File: src/rtl/boxcar_decimator_pkg.sv
// Shared filter package: Q-format defaults plus the sign-extend and arithmetic
// shift helpers used by this and later decimating stages.
package boxcar_decimator_pkg;

   localparam int Q_W      = 16;
   localparam int Q_FRAC   = 8;
   // Helpers work on a fixed wide word; callers size-cast in and out.
   localparam int HELPER_W = 32;

   // Sign-extend the low w bits of v to the full helper width.
   function automatic logic signed [HELPER_W-1:0] sext(input logic [HELPER_W-1:0] v,
                                                       input int unsigned w);
      logic [HELPER_W-1:0] hi;
      logic                sgn;
      hi  = {HELPER_W{1'b1}} << w;
      sgn = |(v & (HELPER_W'(1) << (w - 1)));
      return sgn ? (v | hi) : (v & ~hi);
   endfunction

   function automatic logic signed [HELPER_W-1:0] asr(input logic signed [HELPER_W-1:0] v,
                                                      input int unsigned sh);
      return v >>> sh;
   endfunction

endpackage

File: src/rtl/boxcar_decimator_stream_out_reg.sv
// Single-entry valid/ready output register; a load wins over a drain so
// back-to-back groups keep y_valid high.
module stream_out_reg
   import boxcar_decimator_pkg::*;
#(
   parameter int W = Q_W
) (
   input  logic         clk,
   input  logic         reset,
   input  logic         load,
   input  logic [W-1:0] load_data,
   input  logic         y_ready,
   output logic [W-1:0] y_data,
   output logic         y_valid,
   output logic         free
);

   assign free = !y_valid || y_ready;

   always_ff @(posedge clk) begin
      if (reset) begin
         y_data  <= '0;
         y_valid <= 1'b0;
      end else if (load) begin
         y_data  <= load_data;
         y_valid <= 1'b1;
      end else if (y_valid && y_ready) begin
         y_valid <= 1'b0;
      end
   end

endmodule

File: src/rtl/boxcar_decimator.sv
// Block-mean decimator: sums 2^LOG2_N accepted samples and emits their floor
// average through a registered valid/ready output.
module boxcar_decimator
   import boxcar_decimator_pkg::*;
#(
   parameter int W      = Q_W,
   parameter int W_FRAC = Q_FRAC,
   parameter int LOG2_N = 2
) (
   input  logic         clk,
   input  logic         reset,
   input  logic [W-1:0] x_data,
   input  logic         x_valid,
   output logic         x_ready,
   output logic [W-1:0] y_data,
   output logic         y_valid,
   input  logic         y_ready
);

   localparam int                ACC_W = W + LOG2_N;
   localparam logic [LOG2_N-1:0] LAST  = LOG2_N'((1 << LOG2_N) - 1);

   if (LOG2_N < 1 || LOG2_N > 6 || W_FRAC >= W || ACC_W > HELPER_W) begin : g_bad_param
      $error("boxcar_decimator: illegal parameter combination");
   end

   logic [LOG2_N-1:0]       count;
   logic signed [ACC_W-1:0] acc;
   logic signed [ACC_W-1:0] x_ext;
   logic signed [ACC_W-1:0] sum;
   logic [W-1:0]            avg;
   logic                    last;
   logic                    out_free;
   logic                    accept;
   logic                    complete;

   assign x_ext = ACC_W'(sext(HELPER_W'(x_data), W));
   assign sum   = acc + x_ext;
   assign avg   = W'(asr(HELPER_W'(sum), LOG2_N));

   // Only the group-completing sample needs room in the output register.
   assign last     = (count == LAST);
   assign x_ready  = !last || out_free;
   assign accept   = x_valid && x_ready;
   assign complete = accept && last;

   always_ff @(posedge clk) begin
      if (reset) begin
         acc   <= '0;
         count <= '0;
      end else if (accept) begin
         if (last) begin
            acc   <= '0;
            count <= '0;
         end else begin
            acc   <= sum;
            count <= count + LOG2_N'(1);
         end
      end
   end

   stream_out_reg #(.W(W)) u_out (
      .clk       (clk),
      .reset     (reset),
      .load      (complete),
      .load_data (avg),
      .y_ready   (y_ready),
      .y_data    (y_data),
      .y_valid   (y_valid),
      .free      (out_free)
   );

endmodule
File: config.mk
export PLATFORM = sky130hd
export DESIGN_NAME = boxcar_decimator
export DESIGN_NICKNAME = d
export VERILOG_FILES = /design/src/rtl/boxcar_decimator_pkg.sv /design/src/rtl/boxcar_decimator_stream_out_reg.sv /design/src/rtl/boxcar_decimator.sv
export SDC_FILE = /design/constraint.sdc
export NUM_CORES = 1
export LEC_CHECK = 0
export CORE_MARGIN = 4
export CORE_UTILIZATION = 40
export DETAILED_ROUTE_END_ITERATION = 10
export GPL_ROUTABILITY_DRIVEN = 0
export HOLD_SLACK_MARGIN = 0.15
export SYNTH_ARGS = -nofsm -noshare
export SYNTH_HDL_FRONTEND = slang
export SYNTH_SLANG_ARGS = --single-unit
File: constraint.sdc
create_clock -name clk -period 3 [get_ports clk]
set_clock_uncertainty 0.15 [all_clocks]
set_input_delay 0.6 -clock clk [delete_from_list [all_inputs] [get_ports clk]]
set_output_delay 0.6 -clock clk [all_outputs]
set_load 0.05 [all_outputs]
-- Word level (Yosys, flattened, before mapping)
Cells that the tools add are included.
Widths: inputs -> output; s select.
- mux-type cells: 5
- reduce and logical (&&, ||, !) cells: 8
- add/subtract/negate cells: 2
- equality and inequality tests: 1
- operators by type and width (cell ; number):
    $mux 18 ; 2
    $add 18x18->18 ; 1
    $logic_and 1x1->1 ; 3
    $add 2x1->2 const B ; 1
    $eq 2x2->1 const B ; 1
    $logic_not 1->1 ; 2
    $logic_or 1x1->1 ; 2
    $mux 1 ; 2
    $mux 2 ; 1
    $reduce_bool 2->1 ; 1
- logic and storage cells: 20
- bits of input ports: 20
- output and inout port bits: 18
- flip-flop bits (word level): 37

-- Logic depth before layout (Yosys ltp)
- depth in word-level cells: 6
- depth in mapped cells: 9
- gate-level depth less buffers: 9

-- Hierarchy
Synthesis repeated with hierarchy kept, for this count alone.
- cells, all modules: 233
- area, all modules: 2139.6 µm²
- modules (own cells, without submodules) (module ; area an instance (µm²) ; cells each ; instances ; sequential area each (µm²)):
    boxcar_decimator ; 1522.7 ; 177 ; 1 ; 400.4
    stream_out_reg ; 616.8 ; 56 ; 1 ; 340.3

-- Worst setup path before layout
No wires, ideal clock.
- path type: in2reg
- start: input x_data[0]
- end: register u_out.y_data[12]
- data arrival time: 2469 ps
- data required time: 2728 ps
- library setup time: 122 ps
- slack: 259 ps
- stages on the path: 9
- path through: ha_1 > fa_1 > a21o_1 > a21oi_1 > o211ai_1 > nand2_1 > o21ai_0 > nor4b_1 > a311o_1
- word-level cells in the longest chain between the ends: 2
- ends and longest elaborated chain (item ; line ; RTL):
    start, declared ; boxcar_decimator.sv:12 ; input logic [W-1:0] x_data,
    $mux 18 ; boxcar_decimator_pkg.sv:17 ; return sgn ? (v | hi) : (v & ~hi);
    $add 18x18->18 ; boxcar_decimator.sv:38 ; assign sum = acc + x_ext;
    end signal, assigned ; boxcar_decimator_stream_out_reg.sv:25 ; y_data <= load_data;
    end, declared ; boxcar_decimator_stream_out_reg.sv:13 ; output logic [W-1:0] y_data,
No other way between the ends.
A chain may end at the register's enable or synchronous reset.

-- Final worst setup path
Ends and elaborated chain as after synthesis.

==> results.ini <==
[global_routing]
globalRouteMet1Util_pct = 22.5
top_usage_layer = met2
grt_pass1_wl_um = 9080
grt_start_max_net_pins = 24
use_met2_pct = 32.1
antenna_found_initial = 0
grtUsageMet3_pct = 3.99
grt_pass1_vias = 1943
track_usage_pct = 18.1
grt_overflow = 0

[logic_synthesis]
syn_nets = 280
synth_seq_area_share_pct = 34.9
synth_fa_ha_area_share_pct = 11.6
synth_mux_area_share_pct = 0.472
synth_compound_area_share_pct = 25.9
yosysWarnings = 0
yosys-top-cells-area = dfxtp_1 (35%), ha_1 (11%), a21oi_1 (6.6%), nand2_1 (5.8%), xnor2_1 (5.0%)
synthSimpleGateAreaFrac_pct = 17.4
yosysUniqueCellTypes = 41
mappedNetlistArea_um2 = 2120
synth_edf_count = 0
yosysTopAreaCellShare_pct = 34.9
synthCells = 241
syn_area_per_cell_um2 = 8.79
synthXorXnorAreaFrac_pct = 7.02
synth_area_leader_cell = dfxtp_1
synth_top_family_by_area = compound AO/OA/AOI/OAI gates
synth_seq_cells = 37
ys.flop_type = dfxtp_1
async_flop_share_pct = 0

[route]
vias_per_cell = 5.20
postRouteAntennaNets = 0
drc = 0
wl_um = 5360
wl_per_cell_um = 14.3
num_vias = 1951
drt-pass1-iter-count = 4
drt_first_iter_violations = 79

[finish]
syn_to_final_growth_pct = 34.4
n_antenna_cell = 0
mostFrequentLayoutCells = dfxtp_1 (37), clkdlybuf4s50_1 (36), nand2_1 (33), buf_4 (32), a21oi_1 (27)
nets = 344
layout_commonest_cell = dfxtp_1
drive_gt1_share_pct = 15.7

[sta]
post-route-period-util_pct = 95.6
postLayoutSetupSlackWorst_ns = 0.133
period_needed_ns = 2.87
setup-violations-final = 0
finalHoldViolations = 0
drv_slew = 0
max-slew-margin-rel_pct = 52.5
fmax_ghz = 0.349
hold_ws_ns = 0.303
rsz0062_at_grt = no
worstMarginPinSlew_ns = 0.707

[placement]
dp_hpwl_um = 4150
place_ws_ns = -0.186
portBuffers = 37

[flow_run]
maxCapViolations = 0

[cts]
holdBufCountCts = 0
cts_tree = done
cts-root-buf = clkbuf_8
cts_max_level = 2
clock_latency_ns = 0.29
numCtsBuffers = 5
clk_pin_slew_ns = 0.07
cts.sinks = 37
clock_path_buffers = 2

[floorplanning]
start_util_pct = 41.5
num_rows = 26
ioPinCount = 38
fp.dieH_um = 80.8
core_um2 = 5110
fp.dieArea_um2 = 6530
die_w_um = 80.8

[power_and_ir_drop]
vdd_drop_max_uv = 243
leakage_nw = 1.23
powerDensity_nw_per_um2 = 510

[critical_path]
required_ns = 3.03
startpoint_type = primary input
worstPathArrival_ns = 2.90
worstSetupPathType = primary input to flop
endpoint_kind = flop
critPathMaxFanout = 3
reg2regPathDepth = 9

[worst_hold_path]
min_path_type = flop to flop
min_path_cells = 2

[outcome]
status = finished clean

## metrics by stage
step                      setup TNS (ns)  utilization [%]  area, um2  instances  total power [mW]
final                                  0             55.8       2850        375              1.45
after global routing                   0             55.8       2850        375              1.55
after CTS                              0             55.6       2840        374              1.46
after detailed placement           -1.47             53.9       2750        367              1.10
after global placement             -1.31             53.9       2750        367              1.09
after floorplan                        0                -       2120        241             0.910
## cells in the mapped netlist (2+ instances only)
| cell | n |
|---|---|
| nand4_1 | 3 |
| nor4b_1 | 2 |
| clkbuf_1 | 10 |
| a21oi_1 | 28 |
| xor2_1 | 5 |
| xnor2_1 | 12 |
| nand2_1 | 33 |
| nor3_1 | 5 |
| dfxtp_1 | 37 |
| o21ai_0 | 8 |
| a22o_1 | 7 |
| a21oi_2 | 3 |
| a21o_1 | 11 |
| nand3_1 | 3 |
| inv_1 | 2 |
| ha_1 | 18 |
| a211oi_1 | 4 |
| nand3b_1 | 3 |
| o21a_1 | 3 |
| a22oi_1 | 4 |
| nor2_1 | 15 |
| and3_1 | 5 |
| nand2b_1 | 2 |
## logic make-up (layout without fill, tap and decap cells)
kind of cell / count (synthesis) / in the layout
XOR/XNOR: 17 / 17
flip-flops: 37 / 37
AND/OR/NAND/NOR: 75 / 75
multiplexers: 1 / 1
AO/OA/AOI/OAI: 79 / 79
adder cells (fa/ha/maj): 19 / 19
buffers and inverters: 13 / 77
## power by group
part / total, mW / leakage (nW) / internal, mW / switching [mW]
clock: 0.363 / 0.0443 / 0.183 / 0.180
combinational: 0.533 / 0.886 / 0.262 / 0.271
sequential: 0.556 / 0.302 / 0.532 / 0.0239
total: 1.45 / 1.23 / 0.977 / 0.475
## flip-flops by register name (all words and copies together), names as in the netlist
| name | flops |
|---|---|
| count | 2 |
| u_out.y_valid | 1 |
| u_out.y_data | 16 |
| acc | 18 |
## per-layer routing
metal | vias to the layer above | part of all wire (%)
li1 | 1005 | -
met1 | 897 | 47
met2 | 43 | 48
met3 | 6 | 4.5
met4 | 0 | 0.82
met5 | - | 0
## what timing repair did
action | in CTS | in global routing
buffers inserted | 0 | 1
endpoints found under the setup margin | 0 | 4
hold endpoints to repair | 0 | 0
gates resized for setup | 0 | 1
## worst max-delay path, stage by stage
cell and delay, ns:
clkdlybuf4s50_1 0.40, ha_1 0.23, fa_1 0.38, a21o_1 0.20, a21oi_2 0.16, o211ai_1 0.17, nand2_1 0.13, o21ai_0 0.14
nor4b_1 0.17, a311o_1 0.31
## layout make-up
class / count / area [um2]
inverter: 2 / 7.51
clock buffer: 7 / 86.3
tap: 70 / 87.6
timing repair buffer: 68 / 601
sequential: 37 / 741
multi-input combinational: 191 / 1330
fill: 496 / 2260
## final timing paths
check,from,end,slack [ns]
worst min register to register,u_out.y_data[3],u_out.y_data[3],0.30
worst min-delay path,u_out.y_data[3],u_out.y_data[3],0.30
worst max register to register,acc[0],u_out.y_data[12],0.55
worst max-delay path,x_data[0],u_out.y_data[12],0.13
Power figures use the tool's default switching activity.
